### src/rtl/simon_datapath_p.sv
// simon_datapath_p: Simon pattern store/replay/check datapath; optional SIMON_HISCORE_EN adds a high-score register.
module simon_datapath_p #(
  parameter int PAT_W = 4,
  parameter int ADDR_W = 6
) (
  input  logic              clk,
  input  logic              rst,
`ifdef SIMON_HISCORE_EN
  input  logic              hs_clr,
  output logic [ADDR_W:0]   hiscore,
`endif
  input  logic [1:0]        mode,
  input  logic [PAT_W-1:0]  pattern,
  input  logic              last_inc,
  input  logic              i_inc,
  input  logic              i_clr,
  input  logic              mem_ld,
  input  logic              chk,
  input  logic              err_clr,
  input  logic              s_led_eq_pat,
  output logic              i_lt_last,
  output logic              i_eq_last,
  output logic              arr_full,
  output logic              correct_pat,
  output logic              legal,
  output logic              err,
  output logic [ADDR_W:0]   rounds,
  output logic [PAT_W-1:0]  pattern_leds
);
  localparam int DEPTH = 2**ADDR_W;
  logic [PAT_W-1:0] mem_q [DEPTH];
  logic [PAT_W-1:0] rd;
  logic [ADDR_W-1:0] i_q, i_d, last_q, last_d;
  logic err_q, err_d;
  logic [1:0] mode_q, mode_d;
  assign rd = mem_q[i_q];
  always_comb begin
    arr_full = &last_q;
    i_lt_last = i_q < last_q;
    i_eq_last = i_q == last_q;
    correct_pat = pattern == rd;
    legal = mode_q == 2'd0 ? $countones(pattern) == 1 :
            mode_q == 2'd1 ? |pattern :
            mode_q == 2'd2 ? 1'b1 : $countones(pattern) == 2;
    rounds = {1'b0, last_q};
    err = err_q;
    pattern_leds = s_led_eq_pat ? pattern : rd;
    i_d = rst || i_clr ? '0 : i_inc && i_lt_last ? i_q + 1'b1 : i_q;
    last_d = rst ? '0 : last_inc && !arr_full ? last_q + 1'b1 : last_q;
    err_d = rst || err_clr ? 1'b0 : chk && !correct_pat ? 1'b1 : err_q;
    mode_d = rst ? mode : mode_q;
  end
  always_ff @(posedge clk) begin
    i_q <= i_d;
    last_q <= last_d;
    err_q <= err_d;
    mode_q <= mode_d;
    if (mem_ld && !rst) mem_q[last_q] <= pattern;
  end
`ifdef SIMON_HISCORE_EN
  // Captures the finishing game's score on the reset that ends it.
  logic [ADDR_W:0] hiscore_q, hiscore_d;
  always_comb hiscore_d = hs_clr ? '0 : rst && rounds > hiscore_q ? rounds : hiscore_q;
  always_ff @(posedge clk) hiscore_q <= hiscore_d;
  assign hiscore = hiscore_q;
`endif
endmodule
### config.mk
export PLATFORM = sky130hd
export DESIGN_NAME = simon_datapath_p
export DESIGN_NICKNAME = d
export VERILOG_FILES = /design/src/rtl/simon_datapath_p.sv
export SDC_FILE = /design/constraint.sdc
export NUM_CORES = 1
export LEC_CHECK = 0
export ABC_AREA = 1
export CORE_UTILIZATION = 66
export DETAILED_ROUTE_END_ITERATION = 12
export PLACE_DENSITY = 0.82
export SYNTH_ARGS = -nofsm -noshare
export SYNTH_HDL_FRONTEND = slang
export SYNTH_SLANG_ARGS = --single-unit
### constraint.sdc
create_clock -name clk -period 6.25 [get_ports clk]
set_clock_uncertainty 0.1 [all_clocks]
set_input_delay 1.5625 -clock clk [delete_from_list [all_inputs] [get_ports clk]]
set_output_delay 1.5625 -clock clk [all_outputs]
set_load 0.02 [all_outputs]
==> results.sh <==
export IMPL_nets=1126
export IMPL_post_dp_hpwl_mm=15.8
export IMPL_root_buffer="clkbuf_16"
export IMPL_cts_buffers=26
export IMPL_clockBufferDepth=3
export IMPL_crit_fanout=7
export IMPL_status="finished, final reports clean"
export IMPL_vias=8197
export IMPL_antenna_found_initial=0
export IMPL_synth_edf_count=258
export IMPL_grt_setup_unrepaired="no"
export IMPL_syn_to_final_growth_pct=9.40
export IMPL_tritoncts="done"
export IMPL_clk_latency_ns=0.53
export IMPL_cp_top_family="adder cells"
export IMPL_synth_area_leaders="edfxtp_1, nand2_1, nand3_1"
export IMPL_clock_sinks=277
export IMPL_setup_viol=0
export IMPL_cellPowerDensity_nw_per_um2=283
export IMPL_die_w_um=136
export IMPL_crit_required_ns=4.59
export IMPL_cts_hold_fix_buffers=0
export IMPL_antenna_left=0
export IMPL_hold_worst_slack_ns=0.355
export IMPL_postSynth_asyncResetShare_pct=0
export IMPL_synth_area_um2=11800
export IMPL_arrival_ns=3.73
export IMPL_fin_crit_ns=5.39
export IMPL_io_pin_count=32
export IMPL_fin_crit_sh_pct=86.3
export IMPL_viasPerCell=6.11
export IMPL_start_util_pct=67.9
export IMPL_synth_ff_type="edfxtp_1"
export IMPL_synth_seq_cells=277
export IMPL_core_um2=17400
export IMPL_critical_path_most_common_cell="ha_1"
export IMPL_final_util_pct=74.3
export IMPL_relSlewSlack_pct=43.6
export IMPL_hold_violations=0
export IMPL_power_leakage_nw=4.64
export IMPL_slew_viol_final=0
export IMPL_fp_dieH_um=136
export IMPL_ctsResizeCount=0
export IMPL_yosysSeqAreaShare_pct=69.0
export IMPL_setup_tns_ns=0
export IMPL_core_rowCount=48
export IMPL_gr_total_overflow=0
export IMPL_wl_mm=27.1
export IMPL_antenna_cells=0
export IMPL_fmax_ghz=0.185
export IMPL_cts_setup_buffers=0
export IMPL_grt_pass1_vias=7783
export IMPL_cp_slowest_cell="clkdlybuf4s50_1"
export IMPL_synth_cells=1084
export IMPL_ctsHtreeMaxLevel=1
export IMPL_track_usage_pct=30.5
export IMPL_worst_pin_slew_ns=0.844
export IMPL_syn_nets=1111
export IMPL_fillers=1121
export IMPL_routabilityCongestion=0.888
export IMPL_ys_warn_count=0
export IMPL_start_kind="input pin"
export IMPL_remaining_drc_errors=0
export IMPL_dr_pass1_iters=6
export IMPL_port_buffers=30
export IMPL_wire_per_inst_um=20.2
export IMPL_grt_max_degree=113
export IMPL_netlist_top_cell_by_area="edfxtp_1"
export IMPL_synth_area_per_cell_um2=10.9
export IMPL_synth_cell_types=29
export IMPL_endpoint_kind="output port"
export IMPL_drv_cap=0
export IMPL_ir_worst_vdd_v=0.000285
export IMPL_power_total_mw=3.65
export IMPL_crit_buf_inv=3
export IMPL_grt_pass1_wl_mm=41.8
export IMPL_drive_above_1_share_pct=5.19
export IMPL_die_area_um2=18400
export IMPL_synth_top_cell_area_share_pct=65.8
export IMPL_max_stage_delay_ns=0.64
export IMPL_hold_path_class="reg -> reg"
export IMPL_cp_cell_sequence="buf_2 > fa_1 > ha_1 > ha_1 > inv_1 > nor3_1 > o21ai_0 > o211ai_1 > clkdlybuf4s50_1"
export IMPL_path_class="in -> out"
export IMPL_drt_iter0_markers=966
export IMPL_clk_pin_slew_worst_paths_ns=0.06
[where the power goes]
group | switching [mW] | total, mW | internal, mW
clock | 0.647 | 1.43 | 0.783
combinational | 0.126 | 0.182 | 0.0553
sequential | 0.00647 | 2.04 | 2.03
[state kept, by name, summed over array words and instances (netlist names), named ones only]
name / cells
last_q: 6
err: 1
mode_q: 2
mem_q: 256
i_q: 6
[cells in the mapped netlist (5+ instances only)]
library cell / n
ha_1: 11
clkbuf_1: 8
nand4_1: 7
nand2_1: 352
inv_1: 30
nand3_1: 231
o21ai_0: 11
nor3_1: 5
edfxtp_1: 258
nor2_1: 75
buf_2: 22
buf_4: 18
dfxtp_1: 19
a21oi_1: 12
[final timing paths]
check	cells past startpoint	start	slack [ns]	endpoint
worst max-delay path	9	pattern[3]	0.86	legal
worst min-delay path	2	err	0.35	err
worst max register to register	15	register	3.47	err
worst min register to register	2	err	0.35	err
[cell usage in the layout (no fill, tap or decap), drive strengths merged, types with 2 or more instances in the layout]
cell / n
nor3b: 3
nand2: 352
nor2: 75
dfxtp: 19
ha: 11
nor3: 5
and3: 2
a21oi: 12
o21ai: 11
clkinv: 16
clkbuf: 31
inv: 31
nand4: 7
clkdlybuf4s50: 26
edfxtp: 258
nand3: 231
or2: 2
buf: 16
[logic make-up (layout without fill, tap and decap cells)]
| kind of cell | after synthesis | in the layout | share of synthesized area [%] |
|---|---|---|---|
| and+or+nand+nor | 677 | 677 | 24.4 |
| AOI/OAI and AO/OA | 29 | 29 | 1.43 |
| other | 1 | 1 | 0.0318 |
| DFF | 277 | 277 | 69.0 |
| buffers and inverters | 88 | 121 | 3.80 |
| adders and majority gates | 12 | 12 | 1.34 |
[area by class of cell]
| cell class | count | area [um^2] | area share [%] |
|---|---|---|---|
| Clock buffer | 31 | 691 | 5.36 |
| Clock inverter | 15 | 70.1 | 0.544 |
| Inverter | 33 | 125 | 0.971 |
| Multi-Input combinational cell | 719 | 3210 | 24.9 |
| Sequential cell | 277 | 8130 | 63.1 |
| Tap cell | 225 | 282 | 2.18 |
| Timing Repair Buffer | 42 | 383 | 2.97 |
[through the flow]
step	area, um^2	cells	setup WS (ns)
3_5_place_dp	12100	1296	0.873
4_1_cts	12900	1342	0.874
6_report	12900	1342	0.858
5_1_grt	12900	1342	0.753
2_1_floorplan	11800	1084	1.62
3_3_place_gp	12100	1296	0.907
[tightest hold or removal path, delay by kind of cell, from the launching register on]
kind | cells | cell delay (ns)
flops | 1 | 0.31
buf+inv | 1 | 0.05
compound gates | 1 | 0.06
[routing by layer]
metal / GRT usage (%) / up-vias / routed length (um)
met5: 0 / - / 0
met4: 11.7 / 0 / 918
met3: 4.19 / 67 / 2520
met2: 49.1 / 473 / 13100
met1: 42.5 / 3874 / 10600
li1: - / 3783 / -
Note: power is estimated with default switching activity, not from simulation.
